File: config.mk
export PLATFORM = sky130hd
export DESIGN_NAME = serial_adder_ctrl
export DESIGN_NICKNAME = d
export VERILOG_FILES = /design/src/rtl/serial_adder_ctrl.sv
export SDC_FILE = /design/constraint.sdc
export NUM_CORES = 1
export LEC_CHECK = 0
export CORE_ASPECT_RATIO = 0.6
export CORE_MARGIN = 4
export CORE_UTILIZATION = 49
export CTS_CLUSTER_DIAMETER = 150
export DETAILED_ROUTE_END_ITERATION = 10
export GPL_TIMING_DRIVEN = 0
export PLACE_DENSITY = 0.78
export SYNTH_ARGS = -nofsm -noshare
export SYNTH_HDL_FRONTEND = slang
export SYNTH_SLANG_ARGS = --single-unit
export TNS_END_PERCENT = 5
File: constraint.sdc
create_clock -name i_clk -period 1.6 [get_ports i_clk]
set_input_delay 0.32 -clock i_clk [delete_from_list [all_inputs] [get_ports i_clk]]
set_output_delay 0.32 -clock i_clk [all_outputs]
set_load 0.005 [all_outputs]
File: src/rtl/serial_adder_ctrl.sv
// serial_adder_ctrl: a bit-serial adder with a valid/ready request port and a
// valid/ready result port. One full_adder processes one operand bit per
// cycle, LSB first.
// Optional feature macro: SERIAL_ADDER_SUB_EN. It adds the i_sub port. When
// i_sub is 1, the block computes A-B, and o_carry=1 means no borrow.

module full_adder (
  input  logic i_a,
  input  logic i_b,
  input  logic i_c,
  output logic o_s,
  output logic o_c
);
  assign o_s = i_a ^ i_b ^ i_c;
  assign o_c = (i_a & i_b) | (i_c & (i_a ^ i_b));
endmodule

// State table
//   S_IDLE | waiting for a request; o_ready high
//   S_RUN  | one operand bit per cycle through the full adder
//   S_DONE | result presented with o_valid; waits for i_ready
module serial_adder_ctrl #(
  parameter int WIDTH = 8
) (
  input  logic             i_clk,
  input  logic             i_rst,
  input  logic             i_valid,
  output logic             o_ready,
  input  logic [WIDTH-1:0] i_bit1,
  input  logic [WIDTH-1:0] i_bit2,
  input  logic             i_cin,
`ifdef SERIAL_ADDER_SUB_EN
  input  logic             i_sub,
`endif
  output logic             o_valid,
  input  logic             i_ready,
  output logic [WIDTH-1:0] o_sum,
  output logic             o_carry,
  output logic             o_busy
);

  localparam int CW = (WIDTH > 1) ? $clog2(WIDTH) : 1;
  localparam logic [CW-1:0] LAST = CW'(WIDTH - 1);

  typedef enum logic [1:0] {
    S_IDLE = 2'd0,
    S_RUN  = 2'd1,
    S_DONE = 2'd2
  } state_t;

  state_t           r_state;
  state_t           w_next;
  logic             w_accept;
  logic             w_step;

  logic [WIDTH-1:0] r_a;
  logic [WIDTH-1:0] r_b;
  logic [WIDTH-1:0] r_sum;
  logic             r_carry;
  logic [CW-1:0]    r_cnt;
  logic             r_sub;

  logic             w_sub_in;
  logic             w_cin_load;
  logic             w_b_bit;
  logic             w_fa_s;
  logic             w_fa_c;
  logic [WIDTH-1:0] w_sum_shift;

`ifdef SERIAL_ADDER_SUB_EN
  assign w_sub_in = i_sub;
`else
  assign w_sub_in = 1'b0;
`endif

  // Subtraction is A + ~B + 1, so the carry-in is forced to 1.
  assign w_cin_load = w_sub_in ? 1'b1 : i_cin;
  assign w_b_bit    = r_b[0] ^ r_sub;

  full_adder u_fa (
    .i_a (r_a[0]),
    .i_b (w_b_bit),
    .i_c (r_carry),
    .o_s (w_fa_s),
    .o_c (w_fa_c)
  );

  // Each new sum bit enters at the MSB, so after WIDTH steps bit 0 is at the LSB.
  assign w_sum_shift = (r_sum >> 1) | (WIDTH'(w_fa_s) << (WIDTH - 1));

  // State register
  always_ff @(posedge i_clk or posedge i_rst) begin
    if (i_rst) r_state <= S_IDLE;
    else       r_state <= w_next;
  end

  // Next-state and handshake outputs
  always_comb begin
    w_next   = r_state;
    w_accept = 1'b0;
    w_step   = 1'b0;
    o_ready  = 1'b0;
    o_valid  = 1'b0;
    o_busy   = 1'b0;
    case (r_state)
      S_IDLE: begin
        o_ready = 1'b1;
        if (i_valid) begin
          w_accept = 1'b1;
          w_next   = S_RUN;
        end
      end
      S_RUN: begin
        o_busy = 1'b1;
        w_step = 1'b1;
        if (r_cnt == LAST) w_next = S_DONE;
      end
      S_DONE: begin
        o_busy  = 1'b1;
        o_valid = 1'b1;
        if (i_ready) w_next = S_IDLE;
      end
      default: w_next = S_IDLE;
    endcase
  end

  // Operand capture on accept, then one bit per RUN cycle
  always_ff @(posedge i_clk or posedge i_rst) begin
    if (i_rst) begin
      r_a     <= '0;
      r_b     <= '0;
      r_sum   <= '0;
      r_carry <= 1'b0;
      r_cnt   <= '0;
      r_sub   <= 1'b0;
    end else if (w_accept) begin
      r_a     <= i_bit1;
      r_b     <= i_bit2;
      r_carry <= w_cin_load;
      r_cnt   <= '0;
      r_sub   <= w_sub_in;
    end else if (w_step) begin
      r_a     <= r_a >> 1;
      r_b     <= r_b >> 1;
      r_sum   <= w_sum_shift;
      r_carry <= w_fa_c;
      r_cnt   <= r_cnt + CW'(1);
    end
  end

  assign o_sum   = r_sum;
  assign o_carry = r_carry;

endmodule
; ---- After elaboration in Yosys (flattened, before gate mapping)
; Cells that the tools add are included.
; W data, S select, Z words.
[op_classes]
mux = 18
add_sub_neg = 1
n_div = 0
mul = 0
n_reduce_logical = 5
shift = 0
n_lt_le_gt_ge = 0
bitwise_logic = 7
n_eq_ne = 6
[ops]
columns = cell, count
row1 = $mux W8, 4
row2 = $mux W1, 8
row3 = $or A7 B8 Y8, 1
row4 = $mux W2, 3
row5 = $mux W3, 2
row6 = $ne A2 B2 Y1 const B, 3
row7 = $pmux W2 S3, 1
row8 = $add A3 B1 Y3 const B, 1
row9 = $eq A3 B3 Y1 const B, 1
row10 = $reduce_and A3 Y1, 1
row11 = $and A1 B1 Y1, 2
row12 = $eq A2 B1 Y1 const B, 1
row13 = $eq A2 B2 Y1 const B, 1
row14 = $logic_not A2 Y1, 1
row15 = $reduce_and A2 Y1, 1
row16 = $reduce_bool A2 Y1, 1
row17 = $reduce_or A2 Y1, 1
row18 = $xor A1 B1 Y1, 2
row19 = $not A1 Y1, 1
row20 = $or A1 B1 Y1, 1
[totals]
ram_bits = 0
register_bits = 30
latchBits = 0
rom_bits = 0
elab_cells = 43
input_bits = 21
memories = 0
output_inout_bits = 12

; ---- Depth between registers and ports, before layout
; Gate-level depths: netlist (run 1).
[depth]
ltp_word = 5
ltp_mapped = 7
mapped_depth_nobuf = 5

; ---- Cells and area by module
; A second synthesis (run 1) with hierarchy kept.
[hier_totals]
cells_unflattened = 119
area_unflattened_um2 = 1383.8
[modules_own_cells]
columns = module, instances, cells_per_inst, area_per_inst_um2, seq_area_each_um2
row1 = serial_adder_ctrl, 1, 118, 1363.8, 750.7
row2 = full_adder, 1, 1, 20.0, 0.0

; ---- Worst setup path before layout (run 1)
; OpenSTA, ideal clock, no wires.
[synth_timing]
path_kind = reg2reg
startpoint = register r_cnt[0]
endpoint = register r_state[1]
t_arrival_ps = 1265
stages_incl_launch_ff = 6
period_less_slack_ps = 1393
required_time_ps = 1472
path_buffers = 0
setup_slack_ps = 207
setup_ps = 128
path_cell_list = dfrtp_1 > ha_1 > ha_1 > nand2b_1 > o221ai_2 > mux2_1
[synth_between]
elab_chain_len = 3
[synth_lines]
columns = item, line
row1 = from (decl), 60  ; logic [CW-1:0] r_cnt;
row2 = from (signal assigned), 147  ; r_cnt <= r_cnt + CW'(1);
row3 = $eq A3 B3 Y1, 116  ; if (r_cnt == LAST) w_next = S_DONE;
row4 = $ne A2 B2 Y1 (no source line), -
row5 = $reduce_and A3 Y1 (no source line), -
row6 = to (signal assigned), 94  ; else r_state <= w_next;
row7 = to (decl), 51  ; state_t r_state;
; No other way between the ends.
; A chain may end at the register's enable or synchronous reset.

; ---- Worst setup path after layout (run 1)
[layout_timing]
startpoint = register r_state[0]
endpoint = output o_busy
[layout_between]
elab_chain_len = 3
elab_cells_between_ends = 4
cone_classes = eq/ne (2) / mux (1) / reduce/logical (1)
[layout_lines]
columns = item, line
row1 = $eq A2 B2 Y1 / $eq A2 B1 Y1 (equally long branches), 105  ; case (r_state)
row2 = $reduce_or A2 Y1 (no source line) *, -
row3 = $mux W1 *, 105
row4 = to (decl), 39  ; output logic o_busy
; Every way passes the cells marked *; elsewhere a longest branch is shown, timed or not.

==> metrics.md, run 1 <==
| Metric | Value |
|---|---|
| Status | finished clean |
| Number of antenna-violating nets in the routed design | 0 |
| Number of I/O port buffers | 32 |
| Wire length of the first global-routing pass | 4.781 mm |
| Number of failing hold endpoints at the final stage | 0 |
| Placement Cell Area | 1864 um^2 |
| Setup repair after global routing missed its margin | no |
| CTS Buffer Depth | 2 |
| DRT Wirelength | around 2.8 mm |
| Area share of the leading cell type in the synthesized netlist | 50.34% |
| Seq cells post-synth | 30 |
| Clock sink count | 30 |
| I/O pin cnt | 33 |
| Net switching fraction of the power | approximately a third |
| Yosys warning total | 0 |
| Combinational fraction of design power | 48.5% |
| Global routing usage summed across all routing layers | about 16% |
| Clock transition at the registers of the reported paths | 0.06 ns |
| Starting Density | between 50% and 60% |
| Netlist area before placement | 1491 um^2 |
| Syn Nets | 147 |
| Unique cell type count in the Yosys netlist | 21 |
| Number of antenna violations at the first check in global routing | 0 |
| Largest net degree at the start of global routing | 31 |
| Detailed Route Iter0 Violations | 55 |
| Class of the worst hold path | flop to flop |
| Total count of max-transition violations in the final report | 0 |
| Number of fillers in the final layout | 220 |
| Dominant cell type by area after synthesis | sky130_fd_sc_hd__dfrtp_1 |
| Critical path data arrival time | about 1.2 ns |
| Net count reported at finish | about 190 |
| Average instance area after synthesis | 12.53 um^2 |
| Top area cells in the synthesized netlist | sky130_fd_sc_hd__dfrtp_1 (50%), sky130_fd_sc_hd__mux2i_1 (12%), sky130_fd_sc_hd__o21ai_2 (8.8%) |
| Cell count after placement | 193 |
| Post-DR wirelength/cell | around 14 um |
| Req. time, crit path | 1.28 ns |
| Cell type group with the largest total delay on the critical path | flip-flops |
| Final weighted congestion in routability-driven placement | 0.7591 |
| Final routed DRC violation total | 0 |
| Cell Rows | 15 |
| Bufs and invs on worst path | 2 |
| Internal power consumption | 2.677 mW |
| Vias per Instance | between 4 and 5 |
| Antenna diode instance count | 0 |
| Share of the yosys chip area belonging to registers | between 50 and 60% |
| Delay contributed by the slowest stage of the critical path | 0.40 ns |
| Total gr overflow | 0 |
| Endpoint class of the critical path | primary output |
| TritonRoute pass-1 iters | 4 |
| Final core occ | 69.13% |
| Finish-stage setup viols | 0 |
| Detailed-route via count | 1,003 |
| Chain of cells forming the critical path | inv_2, ha_2, clkdlybuf4s15_1 |
| Worst Tran Pin Value | 1.124 ns |
| Area delta synth->final | 33.98% |
| Detail Placement HPWL | between 2 and 2.5 mm |
| Final design area excluding fillers | 1998 um^2 |
| Cell Count, Final, Fillers Out | between 200 and 250 |
| Static Leak | 0.8835 nW |
| CTS tree | done |
| Core Footprint | 2890 um^2 |
| Net switching power | 1.360 mW |
| Maximum VDD drop | 0.8879 mV |
| Clock network fraction of design power | between 10% and 20% |
| Clock latency at the later pin of the worst-skew pair | about 0.28 ns |
| Max capacitance violation total | 0 |
| Register Area | 750.7 um^2 |
| Die H | 50.74 um |
| Setup crit start kind | flop |
| Crit Path Class | flop to primary output |
| Via count of the first global-routing pass | 1,040 |
| Skew final | 0.005489 ns |
| Reg power frac | between 30% and 40% |
| Total number of H-tree levels | 2 |
| Area of the multi-input gates | 646.9 um^2 |
| Layout cell share with drive strength beyond 1 | 28.40% |
| TritonCTS buffer count | 5 |
| Relative slew slack | 24.98% |
| Power density over the cells | 2020 nW/um^2 |
| Root buf cell | sky130_fd_sc_hd__clkbuf_8 |
| Overall power | between 4 and 5 mW |
| Final critical-path share of the clock period | 97.37% |
| Post-Syn Instances | 119 |
| Width of the die | 79.23 um |
| Maximum fanout along the worst path | 3 |
| Highest-delay cell along the critical path | sky130_fd_sc_hd__dfrtp_1 |
| Max frequency | 0.6419 GHz |
| Die area | 4019 um^2 |
| Min cycle time layout | 1.558 ns |
Yosys cell counts:
cell type and instances:
sky130_fd_sc_hd__o221ai_2 1, sky130_fd_sc_hd__fa_1 1, sky130_fd_sc_hd__mux2_1 1, sky130_fd_sc_hd__mux2_2 8
sky130_fd_sc_hd__buf_2 1, sky130_fd_sc_hd__buf_8 1, sky130_fd_sc_hd__buf_4 1, sky130_fd_sc_hd__ha_1 6
sky130_fd_sc_hd__buf_6 2, sky130_fd_sc_hd__dfrtp_1 30, sky130_fd_sc_hd__o21ai_0 2, sky130_fd_sc_hd__and2_4 1
sky130_fd_sc_hd__buf_12 1, sky130_fd_sc_hd__nand2b_1 3, sky130_fd_sc_hd__xnor2_1 1, sky130_fd_sc_hd__mux2i_1 18
sky130_fd_sc_hd__o21ai_2 15, sky130_fd_sc_hd__inv_1 5, sky130_fd_sc_hd__nand2_1 17, sky130_fd_sc_hd__clkbuf_4 1
sky130_fd_sc_hd__nor2_1 3
logic make-up after synthesis:
logic type / Yosys count / synth area share (%)
compound gates: 18 / 10.49
xor+xnor: 1 / 0.5874
fa+ha+maj: 7 / 6.376
buf+inv: 12 / 6.460
flops: 30 / 50.34
mux: 27 / 18.88
simple gates: 24 / 6.879
layout by cell type, fill, tap and decap left out, drive strengths merged:
| cell | count |
|---|---|
| dlygate4sd2 | 1 |
| mux2 | 9 |
| ha | 6 |
| o221ai | 1 |
| nand2 | 17 |
| fa | 1 |
| dfrtp | 30 |
| nand2b | 3 |
| clkbuf | 9 |
| clkdlybuf4s50 | 29 |
| mux2i | 18 |
| clkdlybuf4s15 | 2 |
| o21ai | 17 |
| xnor2 | 1 |
| buf | 9 |
| nor2 | 3 |
| and2 | 1 |
| inv | 5 |
final timing paths:
path	to	start	slack (ns)	depth (start not counted)
worst min register to register	o_sum[0]	o_sum[0]	0.51	1
max in group asynchronous	r_a[2]	i_rst	0.30	2
min in group asynchronous	o_sum[4]	i_rst	0.63	2
worst max register to register	r_state[1]	r_state[0]	0.09	6
worst min-delay path	o_sum[0]	o_sum[0]	0.51	1
worst max-delay path	o_busy	r_state[0]	0.04	3
metal layers:
| layer | GRT usage (%) | vias to the layer above | share of wire [%] |
|---|---|---|---|
| met5 | 0 | - | 0 |
| met4 | 7.429 | 0 | 1.7 |
| met3 | 5.914 | 5 | 5.7 |
| met2 | 25.14 | 24 | 46 |
| met1 | 19.70 | 487 | 47 |
| li1 | - | 487 | - |
layout make-up:
cell class | instances | share of cell area (%)
Tap cell | 42 | 2.630
Clock buffer | 8 | 5.510
Multi-Input combinational cell | 77 | 32.37
Timing Repair Buffer | 35 | 17.09
Buffer | 7 | 3.882
Sequential cell | 30 | 37.57
Inverter | 5 | 0.9393
registers in the layout, indices dropped and copies added, names as in the netlist:
name	count
r_b	8
o_sum	8
r_a	8
r_state	2
r_cnt	3
o_carry	1
per-stage QoR:
step           worst slack, ns  hold WS [ns]  setup TNS, ns
6_report               0.04210        0.5079              0
5_1_grt                0.01131        0.5413              0
4_1_cts                0.01881        0.5117              0
3_5_place_dp          -0.07089        0.5012         -2.085
3_3_place_gp          -0.02208        0.4913        -0.6294
2_1_floorplan           0.2074        0.4108              0
worst register-to-register path: stages, from the launching register on:
cell                       delay [ns]
sky130_fd_sc_hd__dfrtp_1         0.40
sky130_fd_sc_hd__buf_4           0.14
sky130_fd_sc_hd__buf_4           0.13
sky130_fd_sc_hd__ha_1            0.22
sky130_fd_sc_hd__nand2b_1        0.09
sky130_fd_sc_hd__o221ai_2        0.10
sky130_fd_sc_hd__mux2_1          0.32
timing repair:
action / in CTS / in global routing
setup endpoints to repair: 3 / 1
cloned: 0 / 0
hold endpoints to repair: 0 / 0
resized for setup: 7 / 1
hold buffers: 0 / 0
buffers inserted: 3 / 0
pin swaps: 0 / 0
power by group through the flow:
stage | sequential (mW) | clock, mW | combinational, mW
after floorplan | 1.34 | 0 | 1.31
after global placement | 1.36 | 0 | 1.84
after detailed placement | 1.39 | 0 | 1.94
after CTS | 1.37 | 0.728 | 1.98
after global routing | 1.41 | 0.755 | 2.16
final | 1.37 | 0.711 | 1.96
Note: power is estimated with default switching activity, not from simulation.
==> run 2, diff against run 1 <==
--- a/config.mk
+++ b/config.mk
@@ -5,8 +5,9 @@
 export SDC_FILE = /design/constraint.sdc
 export NUM_CORES = 1
 export LEC_CHECK = 0
+export ABC_AREA = 1
 export CORE_ASPECT_RATIO = 0.6
-export CORE_MARGIN = 4
+export CORE_MARGIN = 2
 export CORE_UTILIZATION = 49
 export CTS_CLUSTER_DIAMETER = 150
 export DETAILED_ROUTE_END_ITERATION = 10
==> run 2 against run 1 <==
Effect of this change:
- power fell by 5.5%
- die area fell by 12%
- global-route usage grew 3.7 points
- clock skew down 0.0015 ns
- via count is 21% higher
- synthesized area is 0.25% higher
- critical path type unchanged
- largest cell class unchanged
- largest power group unchanged
==> metrics.md, run 2 <==
| Metric | Value |
|---|---|
| Status | finished clean |
| Maximum VDD drop | 0.8989 mV |
| Syn Nets | 186 |
| Area delta synth->final | 34.73% |
| Antenna diode instance count | 0 |
| Power density over the cells | between 1500 and 2000 nW/um^2 |
| Top area cells in the synthesized netlist | sky130_fd_sc_hd__dfrtp_1 (50%), sky130_fd_sc_hd__nand2_1 (9.5%), sky130_fd_sc_hd__nand3_1 (7.4%) |
| Quantity of hold-fixing buffers added after cts | 0 |
| Crit Path Class | flop to primary output |
| Root buf cell | sky130_fd_sc_hd__clkbuf_8 |
| Detail Placement HPWL | 2.206 mm |
| Min cycle time layout | roughly 1.6 ns |
| Met3 WL post-DR | ~190 um |
| Max capacitance violation total | 0 |
| DRT Wirelength | approximately 3.2 mm |
| I/O pin cnt | 33 |
| TritonRoute pass-1 iters | 4 |
| Post-DR wirelength/cell | 13.15 um |
| Number of antenna-violating nets in the routed design | 0 |
| Req. time, crit path | 1.28 ns |
| Global routing usage summed across all routing layers | between 10% and 20% |
| Area share of the leading cell type in the synthesized netlist | ~50% |
| Static Leak | 0.9905 nW |
| Number of antenna violations at the first check in global routing | 0 |
| Number of fillers in the final layout | around 220 |
| Via count of the first global-routing pass | 1,149 |
| Setup crit start kind | flop |
| Cell Rows | 15 |
| Number of I/O port buffers | 32 |
| Routed length on met2 | 1.494 mm |
| Critical path data arrival time | 1.27 ns |
| Largest net degree at the start of global routing | 31 |
| Endpoint class of the critical path | primary output |
| Die area | 3524 um^2 |
| Final weighted congestion in routability-driven placement | 0.7492 |
| Number of synthesized flops with an enable pin | 0 |
| Netlist area before placement | 1495 um^2 |
| Final routed DRC violation total | 0 |
| Unique cell type count in the Yosys netlist | 20 |
| Wire length of the first global-routing pass | 4.988 mm |
| Top layer used by detailed routing | met4 |
| Async set-or-reset flop fraction in the synthesized netlist | 100.0% |
| Class of the worst hold path | flop to flop |
| CTS Buffer Depth | 2 |
| Core Footprint | 2890 um^2 |
| Starting Density | approximately half |
| Number of failing hold endpoints at the final stage | 0 |
| Dominant cell type by area after synthesis | sky130_fd_sc_hd__dfrtp_1 |
| Routed met1 length | 1.503 mm |
| Worst Tran Pin Value | ~1.1 ns |
| Detailed-route via count | between 1k and 1.5k |
| Detailed Route Iter0 Violations | 85 |
| Setup repair after global routing missed its margin | yes |
| Overall power | 3.816 mW |
| Clock latency at the later pin of the worst-skew pair | 0.29 ns |
| Max frequency | 0.6287 GHz |
| Clock sink count | 30 |
| Total gr overflow | 0 |
| Die H | 46.79 um |
| Net count reported at finish | 230 |
| CTS tree | done |
| Vias per Instance | 4.939 |
| Fin Hold WS | 0.4743 ns |
| TritonCTS buffer count | 5 |
| Layout cell share with drive strength beyond 1 | a little over a fifth |
| Average instance area after synthesis | 9.463 um^2 |
| Sum of negative setup slack | 0 ns |
| Clock transition at the registers of the reported paths | 0.06 ns |
| Cell with the most instances after synthesis | sky130_fd_sc_hd__nand2_1 |
| Maximum fanout along the worst path | 2 |
| Main flop type after synthesis | sky130_fd_sc_hd__dfrtp_1 |
| Total number of H-tree levels | 2 |
| Post-Syn Instances | 158 |
| Most common library cell in the layout ignoring fill and taps | sky130_fd_sc_hd__nand2_1 |
| Final critical-path share of the clock period | 99.41% |
| Seq cells post-synth | 30 |
| Most frequent cells in the layout | sky130_fd_sc_hd__nand2_1 (38), sky130_fd_sc_hd__dfrtp_1 (30), sky130_fd_sc_hd__clkdlybuf4s50_1 (29) |
| Relative slew slack | 24.02% |
| Width of the die | 75.32 um |
| Yosys warning total | 0 |
| Skew final | 0.004026 ns |
| Synth top cells by count | sky130_fd_sc_hd__nand2_1 (38), sky130_fd_sc_hd__dfrtp_1 (30), sky130_fd_sc_hd__nand3_1 (22) |
| Finish-stage setup viols | 0 |
| Total count of max-transition violations in the final report | 0 |
| Share of the yosys chip area belonging to registers | 50.21% |
run 2: cell count changes after synthesis, sizes merged, moves of 7 or more:
cell and change:
nand2 +31, nand3 +31, mux2i -18, o21ai -11, mux2 -9, inv +7
nor2 +7
run 2: through the flow:
stage,worst slack (ns),util (%),cells,area [um^2]
finish,0.009454,69.70,245,2014
global route,-0.02776,69.70,245,2014
CTS,-0.1559,68.66,242,1984
detailed placement,-0.1160,64.63,232,1868
global placement,-0.05427,64.63,232,1868
floorplan,0.2575,-,158,1495
run 2: cell families after synthesis:
family	count (synthesis)	share of synthesized area, %
adder cells (fa/ha/maj)	7	6.360
buffers and inverters	19	7.614
flip-flops	30	50.21
AO/OA/AOI/OAI	10	3.347
XOR/XNOR	1	0.5859
AND/OR/NAND/NOR	91	31.88
run 2: critical path: stages (launching register included):
cell                              delay [ns]
sky130_fd_sc_hd__dfrtp_1                0.41
sky130_fd_sc_hd__buf_4                  0.15
sky130_fd_sc_hd__ha_1                   0.20
sky130_fd_sc_hd__clkdlybuf4s15_1        0.23
run 2: final timing paths:
path	startpoint	to	slack, ns	cells past startpoint
setup / recovery	r_state[1]	o_valid	0.009	3
hold / removal	r_a[7]	r_a[7]	0.47	2
setup reg to reg	r_state[0]	o_sum[7]	0.09	7
hold reg to reg	r_a[7]	r_a[7]	0.47	2
max in group asynchronous	i_rst	o_sum[0]	0.28	2
min in group asynchronous	i_rst	r_b[2]	0.63	2
run 2: final cells by class:
class | count | area (um^2) | area share, %
multi-input cells | 109 | 645.6 | 32.05
clock buffers | 7 | 86.33 | 4.286
flip-flops and latches | 30 | 750.7 | 37.27
clock inverters | 1 | 5.005 | 0.2484
plain buffers | 7 | 61.31 | 3.043
inverters | 12 | 52.55 | 2.609
well taps | 42 | 52.55 | 2.609
repair buffers | 37 | 360.3 | 17.89
run 2: layer usage:
layer | track usage [%] | up-vias
met4 | 7.018 | 0
li1 | - | 592
met3 | 7.296 | 6
met2 | 30.43 | 33
met5 | 0 | -
met1 | 26.06 | 579
run 2: repair_timing:
item | 4_1_cts | 5_1_grt
buffers inserted | 2 | 3
cloned | 0 | 0
gates resized for setup | 6 | 4
setup endpoints to repair | 3 | 3
pin swaps | 0 | 1
run 2: where the power goes:
group,internal [mW],switching [mW]
clock,0.346,0.288
sequential,1.12,0.240
combinational,0.895,0.925
total,2.36,1.45
